==> config.mk <==
export PLATFORM = sky130hd
export DESIGN_NAME = serial_subtract_ctrl
export DESIGN_NICKNAME = d
export VERILOG_FILES = /design/src/rtl/serial_subtract_ctrl.sv
export SDC_FILE = /design/constraint.sdc
export NUM_CORES = 1
export LEC_CHECK = 0
export BUFFER_PORTS_ARGS = -buffer_cell sky130_fd_sc_hd__buf_2
export CAP_MARGIN = 20
export CORE_ASPECT_RATIO = 0.9
export CORE_MARGIN = 1
export CORE_UTILIZATION = 50
export DETAILED_ROUTE_END_ITERATION = 10
export PLACE_DENSITY = 0.73
export SETUP_SLACK_MARGIN = 0.3
export SLEW_MARGIN = 25
export SYNTH_ARGS = -nofsm -noshare
export SYNTH_HDL_FRONTEND = slang
export SYNTH_SLANG_ARGS = --single-unit
==> constraint.sdc <==
create_clock -name clk -period 2.29 [get_ports clk]
set_clock_uncertainty 0.2 [all_clocks]
set_input_delay 0.229 -clock clk [delete_from_list [all_inputs] [get_ports clk]]
set_output_delay 0.229 -clock clk [all_outputs]
set_load 0.01 [all_outputs]
==> src/rtl/serial_subtract_ctrl.sv <==
`default_nettype none
// ============================================================================
// Module   : serial_subtract_ctrl
// Purpose  : Bit-serial unsigned subtractor, diff = a - b, one bit per clock.
//            Each bit goes through a 1-bit subtract cell made of two cascaded
//            half-subtractor stages, with the borrow carried between bits in
//            a register. Operands arrive and results leave over valid/ready
//            handshakes.
// Ports    : clk        - clock, rising edge
//            rst        - synchronous, active-high reset
//            in_valid   - operand pair a/b valid
//            in_ready   - operands accepted (IDLE only)
//            a, b       - minuend / subtrahend, unsigned, WIDTH bits
//            out_valid  - diff/borrow_out valid (DONE only)
//            out_ready  - consumer accepts the result
//            diff       - (a - b) mod 2^WIDTH
//            borrow_out - 1 when a < b
//            busy       - operation in flight (RUN or DONE)
// Revision : 1.0 - initial release
// ============================================================================
module serial_subtract_ctrl #(
  parameter int WIDTH = 8
) (
  input  logic             clk,
  input  logic             rst,
  input  logic             in_valid,
  output logic             in_ready,
  input  logic [WIDTH-1:0] a,
  input  logic [WIDTH-1:0] b,
  output logic             out_valid,
  input  logic             out_ready,
  output logic [WIDTH-1:0] diff,
  output logic             borrow_out,
  output logic             busy
);

  localparam int CNT_W = $clog2(WIDTH + 1);
  localparam logic [CNT_W-1:0] c_LAST = CNT_W'(WIDTH - 1);

  typedef enum logic [1:0] {
    S_IDLE = 2'd0,
    S_RUN  = 2'd1,
    S_DONE = 2'd2
  } state_t;

  state_t           r_state;
  state_t           w_state_nxt;

  logic [WIDTH-1:0] r_sa;       // minuend shift register, LSB consumed first
  logic [WIDTH-1:0] r_sb;       // subtrahend shift register
  logic [WIDTH-1:0] r_acc;      // result assembly, new bits enter at MSB
  logic [WIDTH-1:0] r_diff;     // published result, only updated on completion
  logic             r_bw;       // borrow chained between bit positions
  logic             r_borrow;   // published final borrow
  logic [CNT_W-1:0] r_cnt;      // bits processed so far in this operation

  logic             w_x;
  logic             w_y;
  logic             w_d1;
  logic             w_b1;
  logic             w_d;
  logic             w_b2;
  logic             w_bw_nxt;
  logic             w_last;
  logic [WIDTH-1:0] w_acc_nxt;

  // 1-bit subtract cell: first half-subtractor handles x - y, the second
  // folds in the borrow from the previous bit position.
  assign w_x       = r_sa[0];
  assign w_y       = r_sb[0];
  assign w_d1      = w_x ^ w_y;
  assign w_b1      = ~w_x & w_y;
  assign w_d       = w_d1 ^ r_bw;
  assign w_b2      = ~w_d1 & r_bw;
  assign w_bw_nxt  = w_b1 | w_b2;
  assign w_last    = (r_cnt == c_LAST);
  assign w_acc_nxt = {w_d, r_acc[WIDTH-1:1]};

  // --------------------------------------------------------------------------
  // Control FSM
  // --------------------------------------------------------------------------
  always_ff @(posedge clk) begin
    if (rst) begin
      r_state <= S_IDLE;
    end else begin
      r_state <= w_state_nxt;
    end
  end

  always_comb begin
    w_state_nxt = r_state;
    in_ready    = 1'b0;
    out_valid   = 1'b0;
    busy        = 1'b0;
    case (r_state)
      S_IDLE: begin
        in_ready = 1'b1;
        if (in_valid) begin
          w_state_nxt = S_RUN;
        end
      end
      S_RUN: begin
        busy = 1'b1;
        if (w_last) begin
          w_state_nxt = S_DONE;
        end
      end
      S_DONE: begin
        busy      = 1'b1;
        out_valid = 1'b1;
        if (out_ready) begin
          w_state_nxt = S_IDLE;
        end
      end
      default: begin
        w_state_nxt = S_IDLE;
      end
    endcase
  end

  // --------------------------------------------------------------------------
  // Datapath
  // --------------------------------------------------------------------------
  always_ff @(posedge clk) begin
    if (rst) begin
      r_sa     <= '0;
      r_sb     <= '0;
      r_acc    <= '0;
      r_diff   <= '0;
      r_bw     <= 1'b0;
      r_borrow <= 1'b0;
      r_cnt    <= '0;
    end else begin
      case (r_state)
        S_IDLE: begin
          if (in_valid) begin
            r_sa  <= a;
            r_sb  <= b;
            r_bw  <= 1'b0;
            r_cnt <= '0;
          end
        end
        S_RUN: begin
          r_sa  <= r_sa >> 1;
          r_sb  <= r_sb >> 1;
          r_acc <= w_acc_nxt;
          r_bw  <= w_bw_nxt;
          r_cnt <= r_cnt + 1'b1;
          // Publish only on the final bit so diff/borrow_out stay frozen
          // between operations instead of showing the partial shift.
          if (w_last) begin
            r_diff   <= w_acc_nxt;
            r_borrow <= w_bw_nxt;
          end
        end
        default: begin
        end
      endcase
    end
  end

  assign diff       = r_diff;
  assign borrow_out = r_borrow;

endmodule
`default_nettype wire

==> impl_metrics.ini <==
[status]
status = finished, final reports clean

[routing]
ant_nets = 0
finalWirelength_um = 3320
wl_per_cell_um = 13.1
firstDrtPassIters = 4
viasPerCell = 5.30
num_vias = 1341
first_iter_violations = 44
remaining_drc_errors = 0

[final_layout]
syn_to_final_growth_pct = 17.6
final_common_cell = dfxtp_1
diodes = 0
final_cell_mix = dfxtp_1 (39), buf_2 (31), nor2_1 (24)
fillers = 275
drive_gt1_frac = 0.209
final_cells = 253
final_nets = 235

[clock_network]
cts.hold.buffers_added = 0
cts_buffers = 5
cts_tree = yes
clk_latency_ps = 290
cts_max_path_buffers = 2
path_clk_slew_ps = 80
clock-sinks = 39
cts-root-buf = clkbuf_8
htree_levels = 2

[setup_path]
crit_arrival_ps = 1910
cpPeakStageDelay_ps = 510
worstPathCellList = inv_1 -> ha_1 -> mux2i_1 -> or4b_1 -> a31oi_1
crit_type = reg2reg
cp_slowest_cell = or4b_1
worstSetupEndpointType = flop
rr_startpoint = r_state[1]$_SDFFE_PP0P_
start_kind = flop
crit_required_ps = 2310
cp-startpoint = r_state[1]$_SDFFE_PP0P_
path_max_fanout = 9

[sta]
setup-tns-final_ps = 0
post-route-min-period_ps = 1890
max_slew_margin = 0.541
finalCritPeriodShare = 0.824
tightest_slew_ps = 688
rsz0062_at_grt = false
drv_slew = 0
fmax_ghz = 0.530
finalSetupViolCount = 0
final_hold_viol_count = 0

[grt]
grt_pass1_vias = 1365
overflow = 0
antenna_found_initial = 0
grt_max_degree = 41
grt_pass1_wl_um = 5930
grt.total_usage = 0.217

[synthesis]
yosys_warnings = 0
avgSynthCellArea_sq_um = 9.30
synthCells = 180
ys_top_cells_by_area = dfxtp_1 (47%), mux2i_1 (14%), a211oi_1 (7.2%)
yosysSeqAreaShare = 0.466
yosysTopAreaCellShare = 0.466
syn_area_sq_um = 1670
syn-num-nets = 205
yosys.area.top_type = dfxtp_1
ys_ff_latch = 39
synth_cell_types = 26

[die]
floorplan.die.width_um = 63.0
dieHeight_um = 56.9
start_util = 0.538
core_sq_um = 3110
die_area_sq_um = 3580
ios = 32
fp-row-count = 19

[min_path]
hp-class = in2reg
min_from = a[7]

[place]
dp_hpwl_um = 2380
dp.cells = 245
portBuffers = 31
place.gp.congestion = 0.732

[pwr]
power_leakage_uw = 0.000801
vdd_drop_max_mv = 0.554
power_density_nw_per_um2 = 950

[flow_run]
drv_cap = 0
==> path summary, 6_finish.rpt <==
check	to	slack [ps]	depth (start not counted)
max	r_cnt[3]$_SDFFE_PP0P_	400	5
min	r_sa[7]$_SDFFE_PP0P_	10	3
max reg2reg	r_cnt[3]$_SDFFE_PP0P_	400	5
min reg2reg	diff[7]$_SDFFE_PP0P_	250	2
==> critical path, delay by kind of cell, from the launching register on <==
kind	cells	cell delay (ps)
AND/OR/NAND/NOR	1	510
adder cells (fa/ha/maj)	1	350
flip-flops	1	320
AO/OA/AOI/OAI	1	180
multiplexers	1	160
buffers and inverters	1	100
==> per-layer routing <==
layer	part of all wire	routed length, um	vias to the layer above	track usage
li1	-	-	687	-
met1	0.48	1600	619	0.257
met2	0.46	1520	27	0.352
met3	0.035	115	8	0.0630
met4	0.025	82	0	0.120
met5	0	0	-	0
==> report_power, final <==
group	total (uW)	internal (uW)	switching, uW
Combinational	536	245	291
Clock	513	274	239
Sequential	820	766	54.3
==> cells by family after synthesis <==
kind of cell,synth area share
AOI/OAI and AO/OA,0.129
and+or+nand+nor,0.176
DFF,0.466
buffers and inverters,0.0419
adders and majority gates,0.0419
muxes,0.144
==> registers in the layout (all words and copies together), names as in the netlist <==
name and count:
r_sa 8, r_acc 7, borrow_out 1, r_sb 8
r_bw 1, r_cnt 4, diff 8, r_state 2
==> cell usage after synthesis (all sizes together) <==
master and number:
a21oi 12, and4b 1, fa 1, buf 5, a32oi 2, clkbuf 7
nand4b 2, ha 4, or2b 2, o21ai 1, dfxtp 39, nor2b 3
inv 5, or4b 1, nor3 1, a31oi 1, nand2b 1, mux2i 23
a211oi 16, nor3b 1, nand3b 4, nor2 24, nand3 2, nand2 20
o31ai 1, mux2 1
==> stage by stage <==
stage / hold WS, ps / worst slack [ps] / cell area, sq um / power (uW) / util
6_report: 10.6 / 402 / 1970 / 1870 / 0.632
2_1_floorplan: 193 / 463 / 1670 / 1240 / -
3_5_place_dp: 245 / 324 / 1860 / 1370 / 0.597
4_1_cts: 5.82 / 311 / 1960 / 1880 / 0.631
3_3_place_gp: 240 / 458 / 1860 / 1340 / 0.597
5_1_grt: 10.1 / 308 / 1970 / 1980 / 0.632
==> cell type report <==
type | count | area, sq um | share of cell area
multi-input cells | 124 | 827 | 0.420
inverters | 5 | 18.8 | 0.00954
clock inverters | 1 | 7.51 | 0.00381
clock buffers | 7 | 96.3 | 0.0490
flip-flops and latches | 39 | 781 | 0.397
well taps | 42 | 52.6 | 0.0267
repair buffers | 35 | 185 | 0.0941
==> repair_timing <==
item	in CTS	in global routing
endpoints found under the setup margin	0	17
setup buffers	0	0
resized for setup	0	1
No activity file was read; power rests on OpenSTA's default activity.
